<file path="config.mk">
export PLATFORM = sky130hd
export DESIGN_NAME = cache_repl_policy
export DESIGN_NICKNAME = d
export VERILOG_FILES = /design/src/rtl/cache_repl_policy.sv
export SDC_FILE = /design/constraint.sdc
export NUM_CORES = 1
export LEC_CHECK = 0
export BUFFER_PORTS_ARGS = -buffer_cell sky130_fd_sc_hd__buf_2
export CAP_MARGIN = 20
export CORE_UTILIZATION = 55
export DETAILED_ROUTE_END_ITERATION = 10
export GPL_ROUTABILITY_DRIVEN = 1
export GPL_TIMING_DRIVEN = 1
export PLACE_DENSITY_LB_ADDON = 0.12
export SETUP_SLACK_MARGIN = 0.5
export SYNTH_ARGS = -nofsm -noshare
export SYNTH_HDL_FRONTEND = slang
export SYNTH_SLANG_ARGS = --single-unit
</file>
<file path="constraint.sdc">
create_clock -name clk -period 3.1 [get_ports clk]
set_input_delay 0.31 -clock clk [delete_from_list [all_inputs] [get_ports clk]]
set_output_delay 0.31 -clock clk [all_outputs]
set_load 0.03 [all_outputs]
</file>
<file path="src/rtl/cache_repl_policy.sv">
// Per-set cache replacement policy: tree-PLRU, LFSR random or round-robin victim
// selection, with any invalid way always taking precedence over the policy choice.
module cache_repl_policy #(
    parameter int NUMWAYS   = 4,
    parameter int SETLEN    = 7,
    parameter int NUMLINES  = 128,
    parameter int REPL_MODE = 0
) (
    input  logic               clk,
    input  logic               reset,
    input  logic               CacheEn,
    input  logic               FlushStage,
    input  logic               LRUWriteEn,
    input  logic               SetValid,
    input  logic               ClearValid,
    input  logic               InvalidateCache,
    input  logic [NUMWAYS-1:0] HitWay,
    input  logic [NUMWAYS-1:0] ValidWay,
    input  logic [SETLEN-1:0]  CacheSetTag,
    input  logic [SETLEN-1:0]  PAdrSet,
    output logic [NUMWAYS-1:0] VictimWay
);
    localparam int LOGW = $clog2(NUMWAYS);

    logic [LOGW-1:0] policy_idx;
    logic [LOGW-1:0] victim_idx;
    logic [LOGW-1:0] inv_idx;
    logic            any_invalid;
    logic            commit;
    logic            unused_clear;

    // Invalidating a line does not touch replacement state.
    assign unused_clear = ClearValid;

    assign commit = LRUWriteEn & ~FlushStage & ~InvalidateCache & ((|HitWay) | SetValid);

    always_comb begin
        inv_idx = '0;
        for (int i = NUMWAYS - 1; i >= 0; i--) begin
            if (!ValidWay[i]) inv_idx = LOGW'(i);
        end
    end

    assign any_invalid = ~&ValidWay;
    assign victim_idx  = any_invalid ? inv_idx : policy_idx;

    always_comb begin
        VictimWay             = '0;
        VictimWay[victim_idx] = 1'b1;
    end

    generate
        if (REPL_MODE == 1) begin : g_lfsr
            logic [15:0] lfsr_q;
            logic [15:0] lfsr_d;
            logic        unused_rd;

            assign unused_rd = ^{CacheEn, CacheSetTag, PAdrSet};
            assign lfsr_d    = {lfsr_q[14:0], lfsr_q[15] ^ lfsr_q[13] ^ lfsr_q[12] ^ lfsr_q[10]};

            always_ff @(posedge clk) begin
                if (reset) begin
                    lfsr_q <= 16'h0001;
                end else if (commit && SetValid) begin
                    lfsr_q <= lfsr_d;
                end
            end

            assign policy_idx = lfsr_q[LOGW-1:0];
        end else begin : g_table
            localparam int EW = (REPL_MODE == 0) ? NUMWAYS - 1 : LOGW;

            logic [EW-1:0] mem_q [NUMLINES];
            logic [EW-1:0] rd_q;
            logic [EW-1:0] rd_d;
            logic [EW-1:0] upd_entry;
            logic          we;

            if (REPL_MODE == 0) begin : g_plru
                // Heap-ordered tree: node n has children 2n+1 / 2n+2, and the root
                // splits on the way-index LSB, deeper levels on successively higher bits.
                logic [LOGW-1:0] walk_node;
                logic [LOGW-1:0] upd_node;
                logic [LOGW-1:0] hit_idx;
                logic [LOGW-1:0] acc_idx;

                always_comb begin
                    walk_node  = '0;
                    policy_idx = '0;
                    for (int d = 0; d < LOGW; d++) begin
                        policy_idx[d] = rd_q[walk_node];
                        walk_node     = walk_node + walk_node + LOGW'(1) + LOGW'(rd_q[walk_node]);
                    end
                end

                always_comb begin
                    hit_idx = '0;
                    for (int i = 0; i < NUMWAYS; i++) begin
                        if (HitWay[i]) hit_idx = hit_idx | LOGW'(i);
                    end
                end

                assign acc_idx = SetValid ? victim_idx : hit_idx;

                always_comb begin
                    upd_node  = '0;
                    upd_entry = rd_q;
                    for (int d = 0; d < LOGW; d++) begin
                        upd_entry[upd_node] = ~acc_idx[d];
                        upd_node            = upd_node + upd_node + LOGW'(1) + LOGW'(acc_idx[d]);
                    end
                end

                assign we = commit;
            end else begin : g_rr
                assign policy_idx = rd_q;
                assign upd_entry  = rd_q + EW'(1);
                assign we         = commit & SetValid;
            end

            // Write-first: a commit to the set being read is visible in the same edge.
            assign rd_d = InvalidateCache ? '0 :
                          (we && (PAdrSet == CacheSetTag)) ? upd_entry : mem_q[CacheSetTag];

            always_ff @(posedge clk) begin
                if (reset) begin
                    for (int i = 0; i < NUMLINES; i++) mem_q[i] <= '0;
                    rd_q <= '0;
                end else begin
                    if (InvalidateCache) begin
                        for (int i = 0; i < NUMLINES; i++) mem_q[i] <= '0;
                    end else if (we) begin
                        mem_q[PAdrSet] <= upd_entry;
                    end
                    if (CacheEn) rd_q <= rd_d;
                end
            end
        end
    endgenerate

endmodule

</file>
# Word level (Yosys, flattened, before mapping)
# Memory sizes are Yosys's and may differ from the RTL's.
# Cells that the tools add are included.
# classes
add_sub_neg	2
multipliers	0
n_div	0
magnitude_cmp	5
n_eq_ne	1
n_shift	0
n_mux	158
bitwise_logic	136
reduce_logical	6
# op_table
cell	n
two-way mux 3 bit	131
OR 1 bit	129
two-way mux 2 bit	8
two-way mux 1 bit	14
less-than comparator 2 x 3 -> 1 bit (second input constant)	3
equality test 7 bit	1
two-way mux 7 bit	1
adder 1 x 1 -> 2 bit (first input constant)	2
demux 1 bit (select 2 bit)	2
>= comparator 2 x 1 -> 1 bit (second input constant)	2
inverter 1 bit	4
AND reduction 4 bit	1
OR reduction 4 bit	1
AND 1 bit	3
bitwise mux 3 bit	1
logical AND 1 bit	3
OR reduction 3 bit	1
binary-select mux 1 bit (select 2 bit)	1
# totals
reg_bits	3
latchBits	0
mem_bits_rw	384
rom_bits	0
input_bits	30
out_inout_bits	4
elab_cells	310
n_memories	1
# memory_table
memory	words	width	read_ports	rd_ports_with_merged_regs	wr	line_no	rtl
g_table.mem_q	128	3	1	0	128	73	logic [EW-1:0] mem_q [NUMLINES];

# Longest topological paths before layout
# logic_depth
ltp_word	14
ltp_mapped	11
depth_no_buf	6

# Worst setup path after synthesis
# No wires, ideal clock.
# synth_path
path_type	input to register
startpoint	input port CacheSetTag[0]
endpoint	register g_table.rd_q[2]
arrival_ns	2.062
slack_ns	0.912
cell_stages	10
path_buffers	5
cell_sequence	buf_6 > buf_12 > buf_8 > buf_8 > buf_4 > mux4_2 > a22oi_1 > nand3_1 > nand4_1 > o211ai_1
# synth_between
elab_chain_cells	4
# synth_lines
element	line_no	rtl
from (decl)	19	input logic [SETLEN-1:0] CacheSetTag,
parallel branches: the longest is 2 deep, another holds memory (128 x 3 bit)	--	
two-way mux 3 bit *	123	(we && (PAdrSet == CacheSetTag)) ? upd_entry : mem_q[CacheSetTag];
two-way mux 3 bit *	122	assign rd_d = InvalidateCache ? '0 :
to (signal assigned)	135	if (CacheEn) rd_q <= rd_d;
to (decl)	74	logic [EW-1:0] rd_q;
# Every way passes the cells marked *.
# A chain may end at the register's enable or synchronous reset.

==> flow_summary_export.csv <==
group,metric,value,unit
pwr,leakage,6.72,nW
grt,use_met2,0.426,
hold_path,min_path_type,"in2reg",
die,io_pins,34,
outcome,run_status,"finished, final reports clean",
critical_path,crit_arrival,2.79,ns
detailed_routing,drtIter0Drc,1086,
critical_path,cpMaxStageDelayCell,"mux2_4",
critical_path,crit_path_end_kind,"flip-flop",
final_layout,syn2layout_area_growth,9.78,%
sta,post-route-period-util,0.816,
detailed_routing,routed_wirelength,45000,microns
sta,setup_ws,0.571,ns
grt,grt_pass1_wl,69600,microns
placed_design,gp_congestion,0.828,
clock_tree,cts-resized-gates,0,
clock_tree,cts-hold-fix-buffers,0,
synthesis,synthesis.nets,1433,
pwr,ir_drop,0.434,mV
synthesis,synth_top_area_frac,0.621,
clock_tree,post-cts-setup-buffer-count,0,
pwr,cellPowerDensity,576,mW/mm^2
grt,grt_use_total,0.271,
sta,finalCriticalPeriod,2.53,ns
synthesis,async_reset_ff_frac,0,
sta,setup_viol,0,
critical_path,crit_type,"reg2reg",
critical_path,cp.required,3.36,ns
grt,met3_usage,0.0413,
critical_path,critPathLaunchType,"flip-flop",
final_layout,layout_common_cells,"390 x nor3_1, 384 x edfxtp_1, 139 x o21ai_0",
clock_tree,clk_path_buf_depth,3,
detailed_routing,postRouteAntennaNets,0,
sta,slew_violations,0,
synthesis,synth-seq-cells,387,
synthesis,synthCells,1403,
clock_tree,insertion_delay,0.53,ns
synthesis,yosys_warnings,0,
clock_tree,cts_tree,"done",
critical_path,max_stage_delay,0.59,ns
sta,fin_setup_tns,0,ns
sta,skew,0.0148,ns
pwr,sw_frac_of_total,0.227,
die,core_area,0.0329,sq mm
detailed_routing,vias_per_cell,6.63,
sta,relSlewSlack,0.287,
critical_path,path_max_fanout,38,
synthesis,synthesis.area,0.0186,sq mm
synthesis,synth_edf_count,384,
clock_tree,numCtsBuffers,41,
die,initial_core_util,0.565,
die,die_y,186,microns
clock_tree,clock_sinks,387,
placed_design,hpwl,27800,microns
sta,fmax,395,MHz
grt,grt_busiest_layer,"met2",
detailed_routing,wire_per_inst,24.6,microns
pwr,p_seq_frac,0.514,
detailed_routing,dr_total_vias,12100,
pwr,power_frac_clock,0.401,
synthesis,ys_seq_area_frac,0.624,
detailed_routing,dr.pass1.iters,8,
placed_design,io_buffers,32,
grt,use_met1,0.392,
sta,tightest_slew,1.07,ns
pwr,power.share.combinational,0.085,
final_layout,drive_gt1_frac,0.177,
job,maxCapViolations,0,
synthesis,synthDistinctLibCells,52,
synthesis,syn_avg_cell_area,13.2,sq um
clock_tree,cts-root-buf,"clkbuf_16",
pwr,intPower,9.07,mW
synthesis,synthFlopType,"edfxtp_1",
die,num_rows,66,
final_layout,final_common_cell,"nor3_1",
synthesis,synth_top_area_cell,"edfxtp_1",
final_layout,nFillCells,2536,
critical_path,crit_buf_inv,1,
sta,rsz0062_at_grt,"yes",
clock_tree,htreeDepth,2,
final_layout,nets,1379,
pwr,switchingPower,2.67,mW
critical_path,path_cells,"mux2i_1, a31o_2, a21oi_1, mux2_4, buf_4, nor3_1",
die,floorplan.die_area,0.0345,sq mm
grt,overflow,0,
grt,grt_pass1_vias,11600,
critical_path,path_delay_family,"multiplexers",
die,die_w,186,microns
grt,grt_max_degree,130,
detailed_routing,drc,0,
placed_design,place_ws,0.354,ns
sta,hold_viol,0,
clock_tree,clk_pin_slew,0.06,ns
grt,antenna_found_initial,5,
synthesis,synth_area_leaders,"edfxtp_1 62%, nor3_1 11%, mux4_2 9.5%, o21ai_0 3.7%, clkbuf_1 3.3%",
[synthesized netlist by cell type (2+ instances only)]
library cell,number
nor2_1,16
nand2_1,33
inv_2,2
nor4_1,3
nor3_1,390
nand3b_1,2
xor2_1,7
buf_4,9
buf_2,8
a21o_1,2
edfxtp_1,384
clkinv_1,2
nor4b_1,2
a22o_1,2
nand3_1,17
a31o_2,2
a31oi_1,3
and2_1,3
mux2i_1,31
a21oi_1,10
buf_6,3
o21ai_0,139
o21ai_1,2
a221oi_1,10
nor2b_1,10
mux4_2,78
a22oi_1,10
buf_8,3
mux4_1,14
buf_12,3
inv_1,3
clkbuf_1,163
mux2_2,2
o22ai_1,2
and3_1,4
dfxtp_1,3
o211ai_1,5
buf_1,4
nand4_1,4
[power by group through the flow]
stage	clock [mW]	sequential, mW	combinational, mW
finish	4.71	6.03	0.995
global route	4.94	6.06	1.06
CTS	4.76	6.04	0.991
detailed placement	0	6.14	0.989
global placement	0	6.14	0.979
floorplan	0	6.10	0.688
[per-layer routing]
metal / routed length (microns) / share of wire / vias to the layer above
met5: 14 / 0.00031 / -
met4: 1110 / 0.025 / 2
met3: 3390 / 0.075 / 81
met2: 21500 / 0.48 / 506
met1: 18900 / 0.42 / 6112
li1: - / - / 5405
[state kept, by name (all words and copies together), names as in the netlist]
register	count
g_table.mem_q	384
g_table.rd_q	3
[per-stage QoR]
step	hold WS, ns	power, mW	instances	util	instance area (sq um)
global route	0.109	12.1	1824	0.620	20400
floorplan	0.439	6.79	1403	-	18600
CTS	0.0890	11.8	1820	0.620	20400
finish	0.107	11.7	1825	0.620	20400
detailed placement	0.506	7.13	1748	0.581	19100
global placement	0.503	7.11	1748	0.581	19100
[path summary, 6_finish.rpt]
path | cells after the start | start | to | slack (ns)
worst max-delay path | 6 | g_table.rd_q[0] | g_table.mem_q[16][2] | 0.57
worst min-delay path | 2 | reset | g_table.rd_q[2] | 0.11
worst max register to register | 6 | g_table.rd_q[0] | g_table.mem_q[16][2] | 0.57
worst min register to register | 2 | g_table.rd_q[1] | g_table.rd_q[1] | 0.53
[layout make-up]
class	instances	area [sq um]	share of cell area
Inverter	7	26.3	0.00129
Timing Repair Buffer	97	820	0.0402
Antenna cell	5	12.5	0.000614
Clock inverter	19	193	0.00945
Clock buffer	53	1070	0.0525
Tap cell	442	553	0.0271
Multi-Input combinational cell	815	6120	0.300
Sequential cell	387	11600	0.569
[cell families after synthesis]
| kind of cell | count (synthesis) | synth area share |
|---|---|---|
| AND/OR/NAND/NOR | 489 | 0.132 |
| buffers and inverters | 201 | 0.0489 |
| AO/OA/AOI/OAI | 194 | 0.0595 |
| XOR/XNOR | 7 | 0.00330 |
| multiplexers | 125 | 0.132 |
| flip-flops | 387 | 0.624 |
No activity file was read; power rests on OpenSTA's default activity.
